**src/rtl/cpu_hazard_scoreboard_pkg.sv**
```systemverilog
// cpu_hazard_scoreboard_pkg
// Shared encodings for the hazard controller: forward selects, the PC-source
// and result-source codes it decodes, and the interrupt-take FSM states.
// Also holds the forward-select priority helper used by the top.
package cpu_hazard_scoreboard_pkg;

    // Forward select encodings driven toward the E-stage operand muxes.
    localparam logic [1:0] FORWARD_NONE      = 2'b00;
    localparam logic [1:0] FORWARD_WRITEBACK = 2'b01;
    localparam logic [1:0] FORWARD_MEMORY    = 2'b10;

    // PC source encodings; anything other than PC+4 is a redirect.
    localparam logic [2:0] PC_SRC_PC_PLUS_4 = 3'd0;
    localparam logic [2:0] PC_SRC_BRANCH    = 3'd1;
    localparam logic [2:0] PC_SRC_JALR      = 3'd2;
    localparam logic [2:0] PC_SRC_TRAP      = 3'd3;

    // Result source encodings; DATA marks a load whose value arrives in M.
    localparam logic [2:0] RESULT_SRC_ALU       = 3'd0;
    localparam logic [2:0] RESULT_SRC_DATA      = 3'd1;
    localparam logic [2:0] RESULT_SRC_PC_PLUS_4 = 3'd2;
    localparam logic [2:0] RESULT_SRC_CSR       = 3'd3;

    // Interrupt-take FSM states.
    localparam logic [1:0] HZ_RUN   = 2'd0;
    localparam logic [1:0] HZ_DRAIN = 2'd1;
    localparam logic [1:0] HZ_TAKE  = 2'd2;

    // The M stage holds the younger result, so it wins over W.
    function automatic logic [1:0] fwd_sel(input logic m_hit, input logic w_hit);
        logic [1:0] sel;
        if (m_hit) begin
            sel = FORWARD_MEMORY;
        end else if (w_hit) begin
            sel = FORWARD_WRITEBACK;
        end else begin
            sel = FORWARD_NONE;
        end
        return sel;
    endfunction

endpackage

```
**src/rtl/cpu_hazard_scoreboard_if.sv**
```systemverilog
// cpu_hazard_scoreboard_if
// Bundles the pipeline-side view of the hazard controller: D/E/M/W stage
// information, long-unit issue/retire, interrupt request (master -> slave),
// and forward selects, stalls, flushes, int_take, pending_count, sb_error
// (slave -> master). The hazard controller uses the slave modport.
interface cpu_hazard_scoreboard_if #(
    parameter int RA_W  = 5,
    parameter int CSR_W = 12,
    parameter int CNT_W = 3
);
    logic [RA_W-1:0]  rs1_d, rs2_d, rd_d;
    logic             uses_rs1_d, uses_rs2_d, long_op_d, exception_d, fence_d;
    logic [RA_W-1:0]  rs1_e, rs2_e, rd_e;
    logic [CSR_W-1:0] csrs_e;
    logic [2:0]       pc_src_e, result_src_e;
    logic             csr_write_e, long_issue_e;
    logic             reg_write_m, csr_write_m;
    logic [RA_W-1:0]  rd_m;
    logic [CSR_W-1:0] csrs_m;
    logic             reg_write_w, csr_write_w;
    logic [RA_W-1:0]  rd_w;
    logic [CSR_W-1:0] csrs_w;
    logic             long_done;
    logic [RA_W-1:0]  long_done_rd;
    logic             int_req;
    logic [1:0]       forward_a_e, forward_b_e, forward_csr_e;
    logic             stall_f, stall_d, flush_d, flush_e, flush_m, int_take;
    logic [CNT_W-1:0] pending_count;
    logic             sb_error;

    modport master (
        output rs1_d, rs2_d, rd_d, uses_rs1_d, uses_rs2_d, long_op_d, exception_d, fence_d,
        output rs1_e, rs2_e, rd_e, csrs_e, pc_src_e, result_src_e, csr_write_e, long_issue_e,
        output reg_write_m, csr_write_m, rd_m, csrs_m, reg_write_w, csr_write_w, rd_w, csrs_w,
        output long_done, long_done_rd, int_req,
        input  forward_a_e, forward_b_e, forward_csr_e, stall_f, stall_d,
        input  flush_d, flush_e, flush_m, int_take, pending_count, sb_error
    );

    modport slave (
        input  rs1_d, rs2_d, rd_d, uses_rs1_d, uses_rs2_d, long_op_d, exception_d, fence_d,
        input  rs1_e, rs2_e, rd_e, csrs_e, pc_src_e, result_src_e, csr_write_e, long_issue_e,
        input  reg_write_m, csr_write_m, rd_m, csrs_m, reg_write_w, csr_write_w, rd_w, csrs_w,
        input  long_done, long_done_rd, int_req,
        output forward_a_e, forward_b_e, forward_csr_e, stall_f, stall_d,
        output flush_d, flush_e, flush_m, int_take, pending_count, sb_error
    );
endinterface

```
**src/rtl/cpu_hazard_scoreboard_fifo.sv**
```systemverilog
// cpu_scoreboard_fifo
// In-order FIFO of destination registers of outstanding long operations.
// Ports: push/push_rd enqueue, pop/pop_rd retire the head; q0..q2 are
// parallel lookup keys with hit0..hit2 results (rd 0 never matches);
// head_rd, count, full, empty status; push_err/pop_err/rd_err protocol flags.
module cpu_scoreboard_fifo #(
    parameter int DEPTH = 4,
    parameter int RA_W  = 5,
    parameter int CNT_W = 3
) (
    input  logic             clk,
    input  logic             rst,
    input  logic             push,
    input  logic [RA_W-1:0]  push_rd,
    input  logic             pop,
    input  logic [RA_W-1:0]  pop_rd,
    input  logic [RA_W-1:0]  q0,
    input  logic [RA_W-1:0]  q1,
    input  logic [RA_W-1:0]  q2,
    output logic             hit0,
    output logic             hit1,
    output logic             hit2,
    output logic [RA_W-1:0]  head_rd,
    output logic [CNT_W-1:0] count,
    output logic             full,
    output logic             empty,
    output logic             push_err,
    output logic             pop_err,
    output logic             rd_err
);
    localparam int PTR_W = (DEPTH > 1) ? $clog2(DEPTH) : 1;

    logic [RA_W-1:0]  mem_r [DEPTH];
    logic [DEPTH-1:0] vld_r;
    logic [PTR_W-1:0] head_r, tail_r;
    logic [CNT_W-1:0] count_r;
    logic             do_push_s, do_pop_s;

    function automatic logic [PTR_W-1:0] ptr_inc(input logic [PTR_W-1:0] p);
        logic [PTR_W-1:0] n;
        if (p == PTR_W'(DEPTH - 1)) begin
            n = '0;
        end else begin
            n = p + PTR_W'(1);
        end
        return n;
    endfunction

    assign empty     = (count_r == '0);
    assign full      = (count_r == CNT_W'(DEPTH));
    assign count     = count_r;
    assign head_rd   = mem_r[head_r];
    // A pop frees the slot this cycle, so a push into a full FIFO is legal then.
    assign do_pop_s  = pop & ~empty;
    assign do_push_s = push & (~full | do_pop_s);
    assign pop_err   = pop & empty;
    assign push_err  = push & full & ~pop;
    assign rd_err    = do_pop_s & (pop_rd != mem_r[head_r]);

    // Storage, valid bits, pointers and occupancy.
    always_ff @(posedge clk or posedge rst) begin
        if (rst) begin
            for (int i = 0; i < DEPTH; i++) begin
                mem_r[i] <= '0;
            end
            vld_r   <= '0;
            head_r  <= '0;
            tail_r  <= '0;
            count_r <= '0;
        end else begin
            if (do_pop_s) begin
                vld_r[head_r] <= 1'b0;
                head_r        <= ptr_inc(head_r);
            end
            // Push after pop: when full, head and tail share a slot and the push must win.
            if (do_push_s) begin
                mem_r[tail_r] <= push_rd;
                vld_r[tail_r] <= 1'b1;
                tail_r        <= ptr_inc(tail_r);
            end
            case ({do_push_s, do_pop_s})
                2'b10:   count_r <= count_r + CNT_W'(1);
                2'b01:   count_r <= count_r - CNT_W'(1);
                default: count_r <= count_r;
            endcase
        end
    end

    // Parallel lookup of the three keys against every valid nonzero entry.
    always_comb begin
        hit0 = 1'b0;
        hit1 = 1'b0;
        hit2 = 1'b0;
        for (int i = 0; i < DEPTH; i++) begin
            if (vld_r[i] && (mem_r[i] != '0)) begin
                hit0 = hit0 | (mem_r[i] == q0);
                hit1 = hit1 | (mem_r[i] == q1);
                hit2 = hit2 | (mem_r[i] == q2);
            end else begin
                hit0 = hit0;
            end
        end
    end
endmodule

```
**src/rtl/cpu_hazard_scoreboard.sv**
```systemverilog
// cpu_hazard_scoreboard
// Pipeline hazard controller: operand/CSR forwarding, load-use and
// long-operation scoreboard stalls, fence/exception draining, branch flushes,
// and a RUN/DRAIN/TAKE interrupt sequencer.
// Ports: clk, rst (async active-high), hz (slave side of the hazard bus).
module cpu_hazard_scoreboard
    import cpu_hazard_scoreboard_pkg::*;
#(
    parameter int RA_W        = 5,
    parameter int CSR_W       = 12,
    parameter int MAX_PENDING = 4,
    parameter int CNT_W       = $clog2(MAX_PENDING + 1)
) (
    input  logic                  clk,
    input  logic                  rst,
    cpu_hazard_scoreboard_if.slave hz
);
    logic [1:0]       state_r, state_nxt_s;
    logic             sb_error_r;
    logic [CNT_W-1:0] count_s;
    logic             full_s, empty_s, hit0_s, hit1_s, hit2_s;
    logic             push_err_s, pop_err_s, rd_err_s;
    logic [RA_W-1:0]  head_rd_s, q0_s, q1_s, q2_s;
    logic             lw_stall_s, sb_stall_s, exc_stall_s, jump_flush_s, hz_stall_s;

    // Unused source operands look up register 0, which never matches.
    assign q0_s = hz.uses_rs1_d ? hz.rs1_d : '0;
    assign q1_s = hz.uses_rs2_d ? hz.rs2_d : '0;
    assign q2_s = hz.rd_d;

    cpu_scoreboard_fifo #(.DEPTH(MAX_PENDING), .RA_W(RA_W), .CNT_W(CNT_W)) u_fifo (
        .clk(clk), .rst(rst),
        .push(hz.long_issue_e), .push_rd(hz.rd_e),
        .pop(hz.long_done), .pop_rd(hz.long_done_rd),
        .q0(q0_s), .q1(q1_s), .q2(q2_s),
        .hit0(hit0_s), .hit1(hit1_s), .hit2(hit2_s),
        .head_rd(head_rd_s), .count(count_s), .full(full_s), .empty(empty_s),
        .push_err(push_err_s), .pop_err(pop_err_s), .rd_err(rd_err_s)
    );

    // Operand and CSR forward selects.
    always_comb begin
        hz.forward_a_e   = fwd_sel(hz.reg_write_m && (hz.rd_m != '0) && (hz.rd_m == hz.rs1_e),
                                   hz.reg_write_w && (hz.rd_w != '0) && (hz.rd_w == hz.rs1_e));
        hz.forward_b_e   = fwd_sel(hz.reg_write_m && (hz.rd_m != '0) && (hz.rd_m == hz.rs2_e),
                                   hz.reg_write_w && (hz.rd_w != '0) && (hz.rd_w == hz.rs2_e));
        hz.forward_csr_e = fwd_sel(hz.csr_write_m && (hz.csrs_m == hz.csrs_e),
                                   hz.csr_write_w && (hz.csrs_w == hz.csrs_e));
    end

    assign lw_stall_s   = (hz.result_src_e == RESULT_SRC_DATA) && (hz.rd_e != '0) &&
                          ((hz.uses_rs1_d && (hz.rs1_d == hz.rd_e)) ||
                           (hz.uses_rs2_d && (hz.rs2_d == hz.rd_e)));
    // A retiring op frees a slot this cycle, so a full table need not stall a new long op.
    assign sb_stall_s   = hit0_s | hit1_s | hit2_s | (hz.long_op_d & full_s & ~hz.long_done) |
                          (hz.fence_d & ~empty_s);
    assign exc_stall_s  = hz.exception_d & (hz.csr_write_e | hz.csr_write_m | ~empty_s);
    assign jump_flush_s = (hz.pc_src_e != PC_SRC_PC_PLUS_4);
    assign hz_stall_s   = lw_stall_s | sb_stall_s | exc_stall_s;

    // Interrupt sequencer next state; entry waits out a redirect in E so the target is not lost.
    always_comb begin
        state_nxt_s = state_r;
        case (state_r)
            HZ_RUN: begin
                if (hz.int_req && !jump_flush_s) begin
                    state_nxt_s = HZ_DRAIN;
                end else begin
                    state_nxt_s = HZ_RUN;
                end
            end
            HZ_DRAIN: begin
                if (!hz.int_req) begin
                    state_nxt_s = HZ_RUN;
                end else if (empty_s && !hz.long_issue_e && !hz.long_done) begin
                    state_nxt_s = HZ_TAKE;
                end else begin
                    state_nxt_s = HZ_DRAIN;
                end
            end
            HZ_TAKE: state_nxt_s = HZ_RUN;
            default: state_nxt_s = HZ_RUN;
        endcase
    end

    // State register and sticky protocol error.
    always_ff @(posedge clk or posedge rst) begin
        if (rst) begin
            state_r    <= HZ_RUN;
            sb_error_r <= 1'b0;
        end else begin
            state_r    <= state_nxt_s;
            sb_error_r <= sb_error_r | push_err_s | pop_err_s | rd_err_s;
        end
    end

    // Stall/flush/take decode per sequencer state.
    always_comb begin
        hz.stall_f  = 1'b0;
        hz.stall_d  = 1'b0;
        hz.flush_d  = 1'b0;
        hz.flush_e  = 1'b0;
        hz.flush_m  = 1'b0;
        hz.int_take = 1'b0;
        case (state_r)
            HZ_RUN: begin
                hz.stall_f = hz_stall_s;
                hz.stall_d = hz_stall_s;
                hz.flush_d = jump_flush_s;
                hz.flush_e = jump_flush_s | hz_stall_s;
            end
            HZ_DRAIN: begin
                hz.stall_f = 1'b1;
                hz.stall_d = 1'b1;
                hz.flush_e = 1'b1;
            end
            HZ_TAKE: begin
                hz.flush_d  = 1'b1;
                hz.flush_e  = 1'b1;
                hz.flush_m  = 1'b1;
                hz.int_take = 1'b1;
            end
            default: begin
                hz.stall_f = 1'b0;
            end
        endcase
    end

    assign hz.pending_count = count_s;
    assign hz.sb_error      = sb_error_r;
endmodule

```
**src/flat_wrapper.sv**
```systemverilog
// flat-port wrapper written by rule: the top's interface ports become plain ports
module cpu_hazard_scoreboard_flat import cpu_hazard_scoreboard_pkg::*;
#(
    parameter int RA_W        = 5,
    parameter int CSR_W       = 12,
    parameter int MAX_PENDING = 4,
    parameter int CNT_W       = $clog2(MAX_PENDING + 1)
)
  (clk, rst, hz_rs1_d, hz_rs2_d, hz_rd_d, hz_uses_rs1_d, hz_uses_rs2_d, hz_long_op_d, hz_exception_d, hz_fence_d, hz_rs1_e, hz_rs2_e, hz_rd_e, hz_csrs_e, hz_pc_src_e, hz_result_src_e, hz_csr_write_e, hz_long_issue_e, hz_reg_write_m, hz_csr_write_m, hz_rd_m, hz_csrs_m, hz_reg_write_w, hz_csr_write_w, hz_rd_w, hz_csrs_w, hz_long_done, hz_long_done_rd, hz_int_req, hz_forward_a_e, hz_forward_b_e, hz_forward_csr_e, hz_stall_f, hz_stall_d, hz_flush_d, hz_flush_e, hz_flush_m, hz_int_take, hz_pending_count, hz_sb_error);
  cpu_hazard_scoreboard_if #(.RA_W(RA_W), .CSR_W(CSR_W), .CNT_W(CNT_W)) hz_i ();
  input  logic clk;
  input  logic rst;
  input wire logic [$bits(hz_i.rs1_d)-1:0] hz_rs1_d;
  input wire logic [$bits(hz_i.rs2_d)-1:0] hz_rs2_d;
  input wire logic [$bits(hz_i.rd_d)-1:0] hz_rd_d;
  input wire logic [$bits(hz_i.uses_rs1_d)-1:0] hz_uses_rs1_d;
  input wire logic [$bits(hz_i.uses_rs2_d)-1:0] hz_uses_rs2_d;
  input wire logic [$bits(hz_i.long_op_d)-1:0] hz_long_op_d;
  input wire logic [$bits(hz_i.exception_d)-1:0] hz_exception_d;
  input wire logic [$bits(hz_i.fence_d)-1:0] hz_fence_d;
  input wire logic [$bits(hz_i.rs1_e)-1:0] hz_rs1_e;
  input wire logic [$bits(hz_i.rs2_e)-1:0] hz_rs2_e;
  input wire logic [$bits(hz_i.rd_e)-1:0] hz_rd_e;
  input wire logic [$bits(hz_i.csrs_e)-1:0] hz_csrs_e;
  input wire logic [$bits(hz_i.pc_src_e)-1:0] hz_pc_src_e;
  input wire logic [$bits(hz_i.result_src_e)-1:0] hz_result_src_e;
  input wire logic [$bits(hz_i.csr_write_e)-1:0] hz_csr_write_e;
  input wire logic [$bits(hz_i.long_issue_e)-1:0] hz_long_issue_e;
  input wire logic [$bits(hz_i.reg_write_m)-1:0] hz_reg_write_m;
  input wire logic [$bits(hz_i.csr_write_m)-1:0] hz_csr_write_m;
  input wire logic [$bits(hz_i.rd_m)-1:0] hz_rd_m;
  input wire logic [$bits(hz_i.csrs_m)-1:0] hz_csrs_m;
  input wire logic [$bits(hz_i.reg_write_w)-1:0] hz_reg_write_w;
  input wire logic [$bits(hz_i.csr_write_w)-1:0] hz_csr_write_w;
  input wire logic [$bits(hz_i.rd_w)-1:0] hz_rd_w;
  input wire logic [$bits(hz_i.csrs_w)-1:0] hz_csrs_w;
  input wire logic [$bits(hz_i.long_done)-1:0] hz_long_done;
  input wire logic [$bits(hz_i.long_done_rd)-1:0] hz_long_done_rd;
  input wire logic [$bits(hz_i.int_req)-1:0] hz_int_req;
  output wire logic [$bits(hz_i.forward_a_e)-1:0] hz_forward_a_e;
  output wire logic [$bits(hz_i.forward_b_e)-1:0] hz_forward_b_e;
  output wire logic [$bits(hz_i.forward_csr_e)-1:0] hz_forward_csr_e;
  output wire logic [$bits(hz_i.stall_f)-1:0] hz_stall_f;
  output wire logic [$bits(hz_i.stall_d)-1:0] hz_stall_d;
  output wire logic [$bits(hz_i.flush_d)-1:0] hz_flush_d;
  output wire logic [$bits(hz_i.flush_e)-1:0] hz_flush_e;
  output wire logic [$bits(hz_i.flush_m)-1:0] hz_flush_m;
  output wire logic [$bits(hz_i.int_take)-1:0] hz_int_take;
  output wire logic [$bits(hz_i.pending_count)-1:0] hz_pending_count;
  output wire logic [$bits(hz_i.sb_error)-1:0] hz_sb_error;
  assign hz_i.rs1_d = hz_rs1_d;
  assign hz_i.rs2_d = hz_rs2_d;
  assign hz_i.rd_d = hz_rd_d;
  assign hz_i.uses_rs1_d = hz_uses_rs1_d;
  assign hz_i.uses_rs2_d = hz_uses_rs2_d;
  assign hz_i.long_op_d = hz_long_op_d;
  assign hz_i.exception_d = hz_exception_d;
  assign hz_i.fence_d = hz_fence_d;
  assign hz_i.rs1_e = hz_rs1_e;
  assign hz_i.rs2_e = hz_rs2_e;
  assign hz_i.rd_e = hz_rd_e;
  assign hz_i.csrs_e = hz_csrs_e;
  assign hz_i.pc_src_e = hz_pc_src_e;
  assign hz_i.result_src_e = hz_result_src_e;
  assign hz_i.csr_write_e = hz_csr_write_e;
  assign hz_i.long_issue_e = hz_long_issue_e;
  assign hz_i.reg_write_m = hz_reg_write_m;
  assign hz_i.csr_write_m = hz_csr_write_m;
  assign hz_i.rd_m = hz_rd_m;
  assign hz_i.csrs_m = hz_csrs_m;
  assign hz_i.reg_write_w = hz_reg_write_w;
  assign hz_i.csr_write_w = hz_csr_write_w;
  assign hz_i.rd_w = hz_rd_w;
  assign hz_i.csrs_w = hz_csrs_w;
  assign hz_i.long_done = hz_long_done;
  assign hz_i.long_done_rd = hz_long_done_rd;
  assign hz_i.int_req = hz_int_req;
  assign hz_forward_a_e = hz_i.forward_a_e;
  assign hz_forward_b_e = hz_i.forward_b_e;
  assign hz_forward_csr_e = hz_i.forward_csr_e;
  assign hz_stall_f = hz_i.stall_f;
  assign hz_stall_d = hz_i.stall_d;
  assign hz_flush_d = hz_i.flush_d;
  assign hz_flush_e = hz_i.flush_e;
  assign hz_flush_m = hz_i.flush_m;
  assign hz_int_take = hz_i.int_take;
  assign hz_pending_count = hz_i.pending_count;
  assign hz_sb_error = hz_i.sb_error;
  cpu_hazard_scoreboard #(.RA_W(RA_W), .CSR_W(CSR_W), .MAX_PENDING(MAX_PENDING), .CNT_W(CNT_W)) u_core (.clk(clk), .rst(rst), .hz(hz_i));
endmodule
```
**config.mk**
```make
export PLATFORM = sky130hd
export DESIGN_NAME = cpu_hazard_scoreboard_flat
export DESIGN_NICKNAME = d
export VERILOG_FILES = /design/src/rtl/cpu_hazard_scoreboard_pkg.sv /design/src/rtl/cpu_hazard_scoreboard_if.sv /design/src/rtl/cpu_hazard_scoreboard_fifo.sv /design/src/rtl/cpu_hazard_scoreboard.sv /design/src/flat_wrapper.sv
export SDC_FILE = /design/constraint.sdc
export NUM_CORES = 1
export LEC_CHECK = 0
export CELL_PAD_IN_SITES_DETAIL_PLACEMENT = 1
export CELL_PAD_IN_SITES_GLOBAL_PLACEMENT = 2
export CORE_UTILIZATION = 25
export DETAILED_ROUTE_END_ITERATION = 12
export MAX_ROUTING_LAYER = met4
export PLACE_DENSITY = 0.83
export SLEW_MARGIN = 20
export SYNTH_ARGS = -nofsm -noshare
export SYNTH_HDL_FRONTEND = slang
export SYNTH_SLANG_ARGS = --single-unit
```
**constraint.sdc**
```tcl
create_clock -name clk -period 2.7 [get_ports clk]
set_input_delay 0.27 -clock clk [delete_from_list [all_inputs] [get_ports clk]]
set_output_delay 0.27 -clock clk [all_outputs]
set_load 0.02 [all_outputs]
```
==> results of run 1 <==
critical path: cells and delay by family, from the launching register on:
| family | cells | cell delay [ns] |
|---|---|---|
| AOI/OAI and AO/OA | 2 | 0.34 |
| and+or+nand+nor | 4 | 1.40 |
| DFF | 1 | 0.39 |
| buffers and inverters | 1 | 0.18 |
metrics by stage:
step | hold slack (ns) | setup TNS [ns]
floorplan | 0.399 | 0
global placement | 0.474 | -1.73
detailed placement | 0.462 | -2.05
CTS | 0.417 | -0.621
global route | 0.467 | -0.728
finish | 0.397 | -0.487
report_power, final:
part	internal, mW	total [mW]	switching, mW
registers	0.752	1.13	0.377
logic	1.52	2.86	1.34
clock network	0.333	0.539	0.206
cell usage in the layout (no fill, tap or decap), drive strengths merged, types with 5 or more instances in the layout:
cell type	count
mux4	5
nor3	6
buf	82
xnor2	53
nand2	32
mux2	20
nand3	18
o21ai	28
ha	13
xor2	53
nand3b	8
dfrtp	34
o22ai	5
inv	13
clkbuf	5
nor4	20
a31o	5
or4	8
a22oi	14
clkdlybuf4s50	111
nor2	17
registers in the layout (all words and copies together) (netlist names):
register and flops:
u_core.state_r 2, u_core.u_fifo.mem_r 20, u_core.u_fifo.tail_r 2, u_core.u_fifo.vld_r 4, u_core.u_fifo.count 3, u_core.hz.sb_error 1
u_core.u_fifo.head_r 2
cells by family (layout without fill, tap and decap cells):
family          Yosys count  count (layout)  synth area share, %
compound gates           65              65                 11.4
xor+xnor                106             106                 24.6
fa+ha+maj                14              14                 4.84
buf+inv                  56             216                 8.10
flops                    34              34                 22.6
mux                      26              26                 9.32
simple gates            128             128                 19.1
worst min path at each step:
stage                  startpoint                       to  depth (start not counted)
3_3_place_gp   u_core.hz.sb_error       u_core.hz.sb_error                          1
3_5_place_dp   u_core.hz.sb_error       u_core.hz.sb_error                          1
2_1_floorplan          hz_int_req        u_core.state_r[0]                          1
5_1_grt                       rst  u_core.u_fifo.head_r[0]                          3
6_report                      rst  u_core.u_fifo.tail_r[0]                          3
4_1_cts                       rst       u_core.hz.sb_error                          3
area by class of cell:
class / instances / area, um2
Sequential cell: 34 / 851
Clock buffer: 5 / 125
Timing Repair Buffer: 196 / 1790
Fill cell: 1732 / 8890
Clock inverter: 2 / 10.0
Inverter: 13 / 48.8
Tap cell: 184 / 230
Multi-Input combinational cell: 339 / 2700
what timing repair did:
action                                 4_1_cts  5_1_grt
endpoints found under the hold margin        0        0
setup endpoints to repair                    5        3
pin swaps                                    5        3
buffers inserted                             2        0
gates resized for setup                     30        8
metal layers:
metal,part of all wire [%],wire [um],vias up
li1,-,-,1829
met1,43,5850,1863
met2,52,7100,92
met3,3.8,515,20
met4,1.7,231,0
met5,0,0,-
==> results.toml, run 1 <==
[critical_path]
slowest_stage = "or4_4"
critPathRequiredTime_ns = 2.43
max_stage_delay_ns = 0.57
cp-end-kind = "output pin"
cp_cell_sequence = "or4_4, o21ai_4, nor4_1, or4_4, nor3_4, a31oi_1, buf_2"
r2r_end = "u_core.u_fifo.count[2]"
r2r_slack_ns = 0.38
cp_common_cell = "or4_4"
start_kind = "flip-flop"
cp-endpoint = "hz_flush_e"
path_class = "flip-flop to output pin"
worstRegToRegCells = 10
r2r-start = "u_core.u_fifo.count[0]"
arrival_ns = 2.59
crit_path_start = "u_core.u_fifo.mem_r[16]"
cp_max_fo = 3

[layout]
nets = 705
area_growth_pct = 52.5
final_area_um2 = 5750
drive_above_1_share_pct = 23.1
diodes = 0
utilization_pct = 39.3
fin_cells = 773

[pwr]
power.total_mw = 4.52
leakage_nw = 2.30
cellPowerDensity_nw_per_um2 = 787
peakVddDrop_v = 0.000425

[place]
gp_congestion = 0.876
dp_slack_ns = -0.581
placed_cells = 764
numPortBuffers = 117
hpwl_um = 11200
placed_area_um2 = 5510

[routing]
vias = 3804
drt_wl_total_um = 13700
dr.pass1.iters = 9
antenna_left = 0
viasPerCell = 4.92
wl_per_cell_um = 17.7
drc = 14
drt_iter0_drc = 114

[clock_tree]
cts-buffers-inserted = 5
htree_levels = 2
clk_latency_ns = 0.28
path_clk_slew_ns = 0.05
root_buffer = "clkbuf_16"
ctsHoldBuffers = 0
cts_buffer_depth = 2
cts.sinks = 34
tritoncts = "built"

[die]
die_area_um2 = 15600
core_area_um2 = 14600
fp.dieH_um = 125
dieWidth_um = 125
io_pins = 118
start_util_pct = 25.8
rows = 44

[timing]
rsz0062_at_grt = "true"
tightest_slew_ns = 0.532
fmax_mhz = 349
period_needed_ns = 2.86
worst_slack_ns = -0.164
fin_crit_sh_pct = 106
slew_viol_final = 0
finalSetupViolCount = 3
clock_skew_ns = 0.00546
hold_viol = 0
relSlewSlack_pct = 64.2

[worst_hold_path]
hold_class = "primary input to asynchronous set/reset pin"

[logic_synthesis]
syn_avg_cell_area_um2 = 8.79
ys_seq_elements = 34
async_flop_share_pct = 100
synthCells = 429
syn_area_um2 = 3770
ys_warn_count = 0
synth-edff-count = 0
synth_top_area_share_pct = 22.6
syn_nets = 545
ys.flop_type = "dfrtp_1"
ys_top_cells_by_area = "dfrtp_1 23%, xnor2_1 12%, xor2_1 12%"
seq_area_frac_synth_pct = 22.6
synthTopCellsByCount = "53 x xnor2_1, 53 x xor2_1, 34 x dfrtp_1"
synth_area_leader_cell = "dfrtp_1"
synth.distinct_cells = 51

[flow_run]
drv_cap = 0

[outcome]
violations = "DRC, setup timing"
outcome = "finished, violations left"

[global_routing]
met1_usage_pct = 21.5
grt_util_met3_pct = 2.32
track_usage_pct = 18.3
gr-total-overflow = 0
grt_pass1_vias = 4287
met2_usage_pct = 33.1
grt_max_degree = 35
busiest_layer = "met2"
grt_pass1_wl_um = 22200
antenna_found_initial = 0
(Power assumes the default switching activity.)
==> inputs of run 2 (changes only) <==
--- a/config.mk
+++ b/config.mk
@@ -5,12 +5,14 @@
 export SDC_FILE = /design/constraint.sdc
 export NUM_CORES = 1
 export LEC_CHECK = 0
+export ABC_AREA = 1
 export CELL_PAD_IN_SITES_DETAIL_PLACEMENT = 1
 export CELL_PAD_IN_SITES_GLOBAL_PLACEMENT = 2
-export CORE_UTILIZATION = 25
+export CORE_UTILIZATION = 24
 export DETAILED_ROUTE_END_ITERATION = 12
 export MAX_ROUTING_LAYER = met4
-export PLACE_DENSITY = 0.83
+export PLACE_DENSITY = 0.9
+export SKIP_LAST_GASP = 1
 export SLEW_MARGIN = 20
 export SYNTH_ARGS = -nofsm -noshare
 export SYNTH_HDL_FRONTEND = slang
==> run 2 against run 1 <==
The run now ends clean. Register-to-register slack improved by 0.16 ns. Via count increased by 11%. Highest routed layer unchanged. Hold slack better by 0.0094 ns. Design area fell by 7.9%. Largest cell class unchanged. Critical path depth grew 6. Utilization down 2.8 points. Clock power grew 22%. Die area fell by 1.4%. Worst setup slack improved by 0.33 ns. Combinational power shrank 22%. Global-route usage grew 1.8 points. Sequential share of layout area increased by 1.3 points. Critical endpoint is now hz_stall_f.
==> results.toml, run 2 <==
[logic_synthesis]
synthTopCellsByCount = "185 x nand2_1, 63 x inv_1, 61 x o21ai_0"
synth.most_common_cell = "nand2_1"
ys.flop_type = "dfrtp_1"
synth_top_area_share_pct = 23.9
synthXorXnorAreaFrac_pct = 13.5
syn_avg_cell_area_um2 = 6.30
ys_warn_count = 0
synthCells = 566
yosys.area_share.simple_pct = 33.9
synth.distinct_cells = 35
muxShareOfSynthArea_pct = 0
ys_seq_elements = 34
synth-edff-count = 0
synth_top_family_by_area = "simple AND/OR/NAND/NOR gates"
synth_area_leader_cell = "dfrtp_1"
ys_top_cells_by_area = "dfrtp_1 24%, nand2_1 19%, o21ai_0 8.6%"
synth_compound_gate_area_share_pct = 14.5
seq_area_frac_synth_pct = 23.9
syn_nets = 682
async_flop_share_pct = 100
synth_adder_area_share_pct = 5.12
syn_area_um2 = 3570

[timing]
fin_crit_sh_pct = 94.0
tightest_slew_ns = 0.613
finalSetupViolCount = 0
rsz0062_at_grt = "false"
tns_ns = 0
fmax_mhz = 394
hold_viol = 0
clock_skew_ns = 0.00517
slew_viol_final = 0
period_needed_ns = 2.54
relSlewSlack_pct = 59.1

[layout]
final_area_um2 = 5290
area_growth_pct = 48.4
fin_cells = 894
layout_common_cells = "184 x nand2_1, 109 x clkdlybuf4s50_1, 63 x inv_1"
layout_commonest_cell = "nand2_1"
diodes = 0
utilization_pct = 36.4
nets = 825
regMostFlops = "u_core.u_fifo.mem_r"
largest_reg_flops = 20
drive_above_1_share_pct = 6.90

[clock_tree]
clk_latency_ns = 0.28
post_cts_buffers = 0
htree_levels = 2
path_clk_slew_ns = 0.05
root_buffer = "clkbuf_16"
cts.sinks = 34
cts-buffers-inserted = 5
cts_buffer_depth = 2
tritoncts = "built"

[global_routing]
grt_pass1_vias = 4333
track_usage_pct = 20.1
grt_pass1_wl_um = 22800
gr-total-overflow = 0
antenna_found_initial = 0
grt_max_degree = 35

[pwr]
leakage_nw = 2.53
cellPowerDensity_nw_per_um2 = 762
power.total_mw = 4.04
peakVddDrop_v = 0.000424

[routing]
drt_iter0_drc = 223
viasPerCell = 4.74
route.met2.wl_um = 7190
drc = 0
dr.pass1.iters = 4
met1Wirelength_um = 6650
wl_per_cell_um = 16.7
antenna_left = 0
wl_met3_um = 884
drt_wl_total_um = 15000
top_layer_used = "met4"
vias = 4234

[place]
numPortBuffers = 117
hpwl_um = 12400
gp_congestion = 0.960
placed_area_um2 = 5120
placed_cells = 886

[outcome]
outcome = "completed"

[die]
start_util_pct = 24.5
dieWidth_um = 124
die_area_um2 = 15400
rows = 44
fp.dieH_um = 124
core_area_um2 = 14500
io_pins = 118

[critical_path]
r2r-start = "u_core.u_fifo.count[0]"
path_class = "primary input to output pin"
start_kind = "primary input"
cp_max_fo = 5
critPathRequiredTime_ns = 2.43
r2r_end = "u_core.u_fifo.count[2]"
r2r_slack_ns = 0.54
arrival_ns = 2.27
worstRegToRegCells = 12
cp-end-kind = "output pin"

[flow_run]
drv_cap = 0

[worst_hold_path]
hold_class = "primary input to asynchronous set/reset pin"
run 2: worst max path at each step:
stage | startpoint | end | slack [ns] | cells past startpoint
floorplan | u_core.u_fifo.count[2] | u_core.u_fifo.count[2] | 0.57 | 8
global placement | hz_uses_rs1_d | hz_flush_e | -0.14 | 12
detailed placement | hz_uses_rs1_d | hz_flush_e | -0.21 | 12
CTS | hz_rd_m[0] | hz_forward_a_e[0] | 0.03 | 6
global route | hz_rs1_d[2] | hz_stall_f | 0.01 | 13
finish | hz_rs1_d[2] | hz_stall_f | 0.16 | 13
run 2: per-layer routing:
layer | global-route usage (%) | up-vias
li1 | - | 2108
met1 | 26.9 | 1993
met2 | 32.6 | 112
met3 | 2.24 | 21
met4 | 4.61 | 0
met5 | - | -
run 2: report_power, final:
part	switching [mW]	total, mW	leakage, nW	internal, mW
sequential	0.419	1.15	0.416	0.734
clock	0.224	0.659	0.0760	0.435
combinational	1.31	2.22	2.04	0.914
total	1.95	4.04	2.53	2.08
run 2: final cells by class:
| class | count | area (um2) |
|---|---|---|
| Fill cell | 1877 | 9240 |
| Timing Repair Buffer | 149 | 1410 |
| Tap cell | 184 | 230 |
| Multi-Input combinational cell | 455 | 2390 |
| Sequential cell | 34 | 852 |
| Clock buffer | 5 | 125 |
| Clock inverter | 3 | 45.0 |
| Inverter | 64 | 240 |
run 2: repair_timing:
item,CTS,global route
gates resized for setup,7,4
setup endpoints to repair,3,4
hold buffers,0,0
run 2: per-stage QoR:
step	hold slack (ns)	setup slack, ns
2_1_floorplan	0.342	0.571
4_1_cts	0.432	0.0321
6_report	0.407	0.162
5_1_grt	0.478	0.0120
3_5_place_dp	0.473	-0.213
3_3_place_gp	0.472	-0.141
run 2: logic make-up after synthesis:
kind of cell,after synthesis
fa+ha+maj,14
xor+xnor,55
simple gates,290
compound gates,96
flops,34
buf+inv,77
run 2: critical path: stages:
cell,delay (ns)
clkdlybuf4s50_1,0.55
nand2_1,0.19
inv_1,0.12
nand2_1,0.06
nand2_1,0.07
nor2_1,0.04
nand3_1,0.11
nand3_1,0.12
nand2_1,0.07
nand2_1,0.06
o21bai_2,0.16
nand2_1,0.11
dlygate4sd2_1,0.33
==> inputs of run 3 (changes only) <==
--- a/config.mk
+++ b/config.mk
@@ -8,6 +8,7 @@
 export ABC_AREA = 1
 export CELL_PAD_IN_SITES_DETAIL_PLACEMENT = 1
 export CELL_PAD_IN_SITES_GLOBAL_PLACEMENT = 2
+export CORE_MARGIN = 5
 export CORE_UTILIZATION = 24
 export DETAILED_ROUTE_END_ITERATION = 12
 export MAX_ROUTING_LAYER = met4
@@ -17,3 +18,4 @@
 export SYNTH_ARGS = -nofsm -noshare
 export SYNTH_HDL_FRONTEND = slang
 export SYNTH_SLANG_ARGS = --single-unit
+export TNS_END_PERCENT = 20
==> run 3 against run 2 <==
Sequential power up 4%. Clock skew up 0.00061 ns. Largest cell class unchanged. Final cell count up 0.34%. Fmax down 9.4%. Non-clock buffer count up 3. Total power down 2.3%. Sequential share of layout area about the same. Design area up 0.14%. Global-route usage down 2.5 points. Clock power down 12%. The run now ends with setup timing left. Via count up 0.38%. First-iteration DRC count down 18%.
==> results.toml, run 3 (synthesis results as in run 2) <==
[layout]
fin_cells = 897
utilization_pct = 36.5
nets = 828
area_growth_pct = 48.6
regMostFlops = "u_core.u_fifo.mem_r"
largest_reg_flops = 20
layout_commonest_cell = "nand2_1"
diodes = 0
layout_common_cells = "184 x nand2_1, 113 x clkdlybuf4s50_1, 63 x inv_1"
drive_above_1_share_pct = 7.57

[clock_tree]
htree_levels = 2
cts.sinks = 34
cts_buffer_depth = 2
clk_latency_ns = 0.28
tritoncts = "built"
root_buffer = "clkbuf_16"
path_clk_slew_ns = 0.06
cts-buffers-inserted = 5

[critical_path]
start_kind = "primary input"
r2r_end = "u_core.u_fifo.count[2]"
cp_max_fo = 7
cp-end-kind = "output pin"
cp_cell_sequence = "clkdlybuf4s50_1, inv_1, o21ai_0, nor2_1, nand3_1, nand2_1, a21oi_1, nand2_1, o21bai_2, nand2_1, clkdlybuf4s50_1"
critPathRequiredTime_ns = 2.43
crit_path_start = "hz_rd_e[3]"
worstRegToRegCells = 12
max_stage_delay_ns = 0.56
r2r_slack_ns = 0.50
arrival_ns = 2.53
cp_common_cell = "nand2_1"
slowest_stage = "clkdlybuf4s50_1"
path_class = "primary input to output pin"
r2r-start = "u_core.u_fifo.count[0]"

[place]
gp_congestion = 0.933
placed_cells = 889
dp_slack_ns = -0.289
numPortBuffers = 117
hpwl_um = 12900

[routing]
drt_iter0_drc = 182
dr.pass1.iters = 4
wl_per_cell_um = 17.1
viasPerCell = 4.74
antenna_left = 0
drt_wl_total_um = 15400
drc = 0
vias = 4250

[pwr]
peakVddDrop_v = 0.000327
leakage_nw = 2.50
cellPowerDensity_nw_per_um2 = 744

[flow_run]
drv_cap = 0

[die]
fp.dieH_um = 132
core_area_um2 = 14500
die_area_um2 = 17400
dieWidth_um = 132
start_util_pct = 24.5
rows = 44
io_pins = 118

[timing]
slew_viol_final = 0
fin_crit_sh_pct = 104
period_needed_ns = 2.80
fmax_mhz = 357
tns_ns = -0.101
clock_skew_ns = 0.00578
finalSetupViolCount = 1
relSlewSlack_pct = 57.9
worst_slack_ns = -0.101
rsz0062_at_grt = "true"
hold_viol = 0
tightest_slew_ns = 0.632

[outcome]
outcome = "finished, violations left"
violations = "setup timing"

[global_routing]
grt_pass1_wl_um = 24300
gr-total-overflow = 0
grt_pass1_vias = 4497
grt_max_degree = 35
antenna_found_initial = 0
track_usage_pct = 17.7

[worst_hold_path]
hold_class = "primary input to asynchronous set/reset pin"
run 3: repair_timing:
action / CTS / global route
setup buffers: 0 / 0
gates resized for setup: 6 / 2
gates cloned: 0 / 0
hold buffers: 0 / 0
setup endpoints to repair: 4 / 5
run 3: routing by layer:
metal  track usage [%]  wire length [um]  vias up
met3              2.14               714       17
li1                  -                 -     2124
met1              23.0              6900     2012
met5                 -                 0        -
met2              29.3              7470       97
met4              4.17               272        0
run 3: how the worst max path moves through the flow:
stage	end	slack [ns]	depth (start not counted)
2_1_floorplan	u_core.u_fifo.count[2]	0.57	8
3_3_place_gp	hz_flush_e	-0.25	12
3_5_place_dp	hz_flush_e	-0.29	12
4_1_cts	hz_flush_e	-0.12	12
5_1_grt	hz_stall_d	-0.25	11
6_report	hz_stall_d	-0.10	11
run 3: area by class of cell:
class                           instances  area [um2]
Timing Repair Buffer                  152        1430
Tap cell                              184         230
Fill cell                            1887        9230
Sequential cell                        34         855
Inverter                               64         240
Clock inverter                          2        12.5
Multi-Input combinational cell        455        2390
Clock buffer                            6         139
run 3: metrics by stage:
step	power [mW]	instance area [um2]	hold WS, ns
6_report	3.94	5300	0.385
5_1_grt	4.28	5300	0.457
4_1_cts	3.94	5300	0.408
3_5_place_dp	3.34	5140	0.478
3_3_place_gp	3.25	5140	0.475
2_1_floorplan	2.35	3570	0.342
run 3: report_power, final:
part | internal (mW) | switching [mW] | leakage [nW]
sequential | 0.737 | 0.461 | 0.414
clock | 0.365 | 0.217 | 0.0729
combinational | 0.915 | 1.25 | 2.02
total | 2.02 | 1.93 | 2.50
run 3: critical path: cells and delay by family:
| kind | cells | cell delay [ns] |
|---|---|---|
| AOI/OAI and AO/OA | 3 | 0.61 |
| buffers and inverters | 3 | 1.18 |
| and+or+nand+nor | 5 | 0.46 |
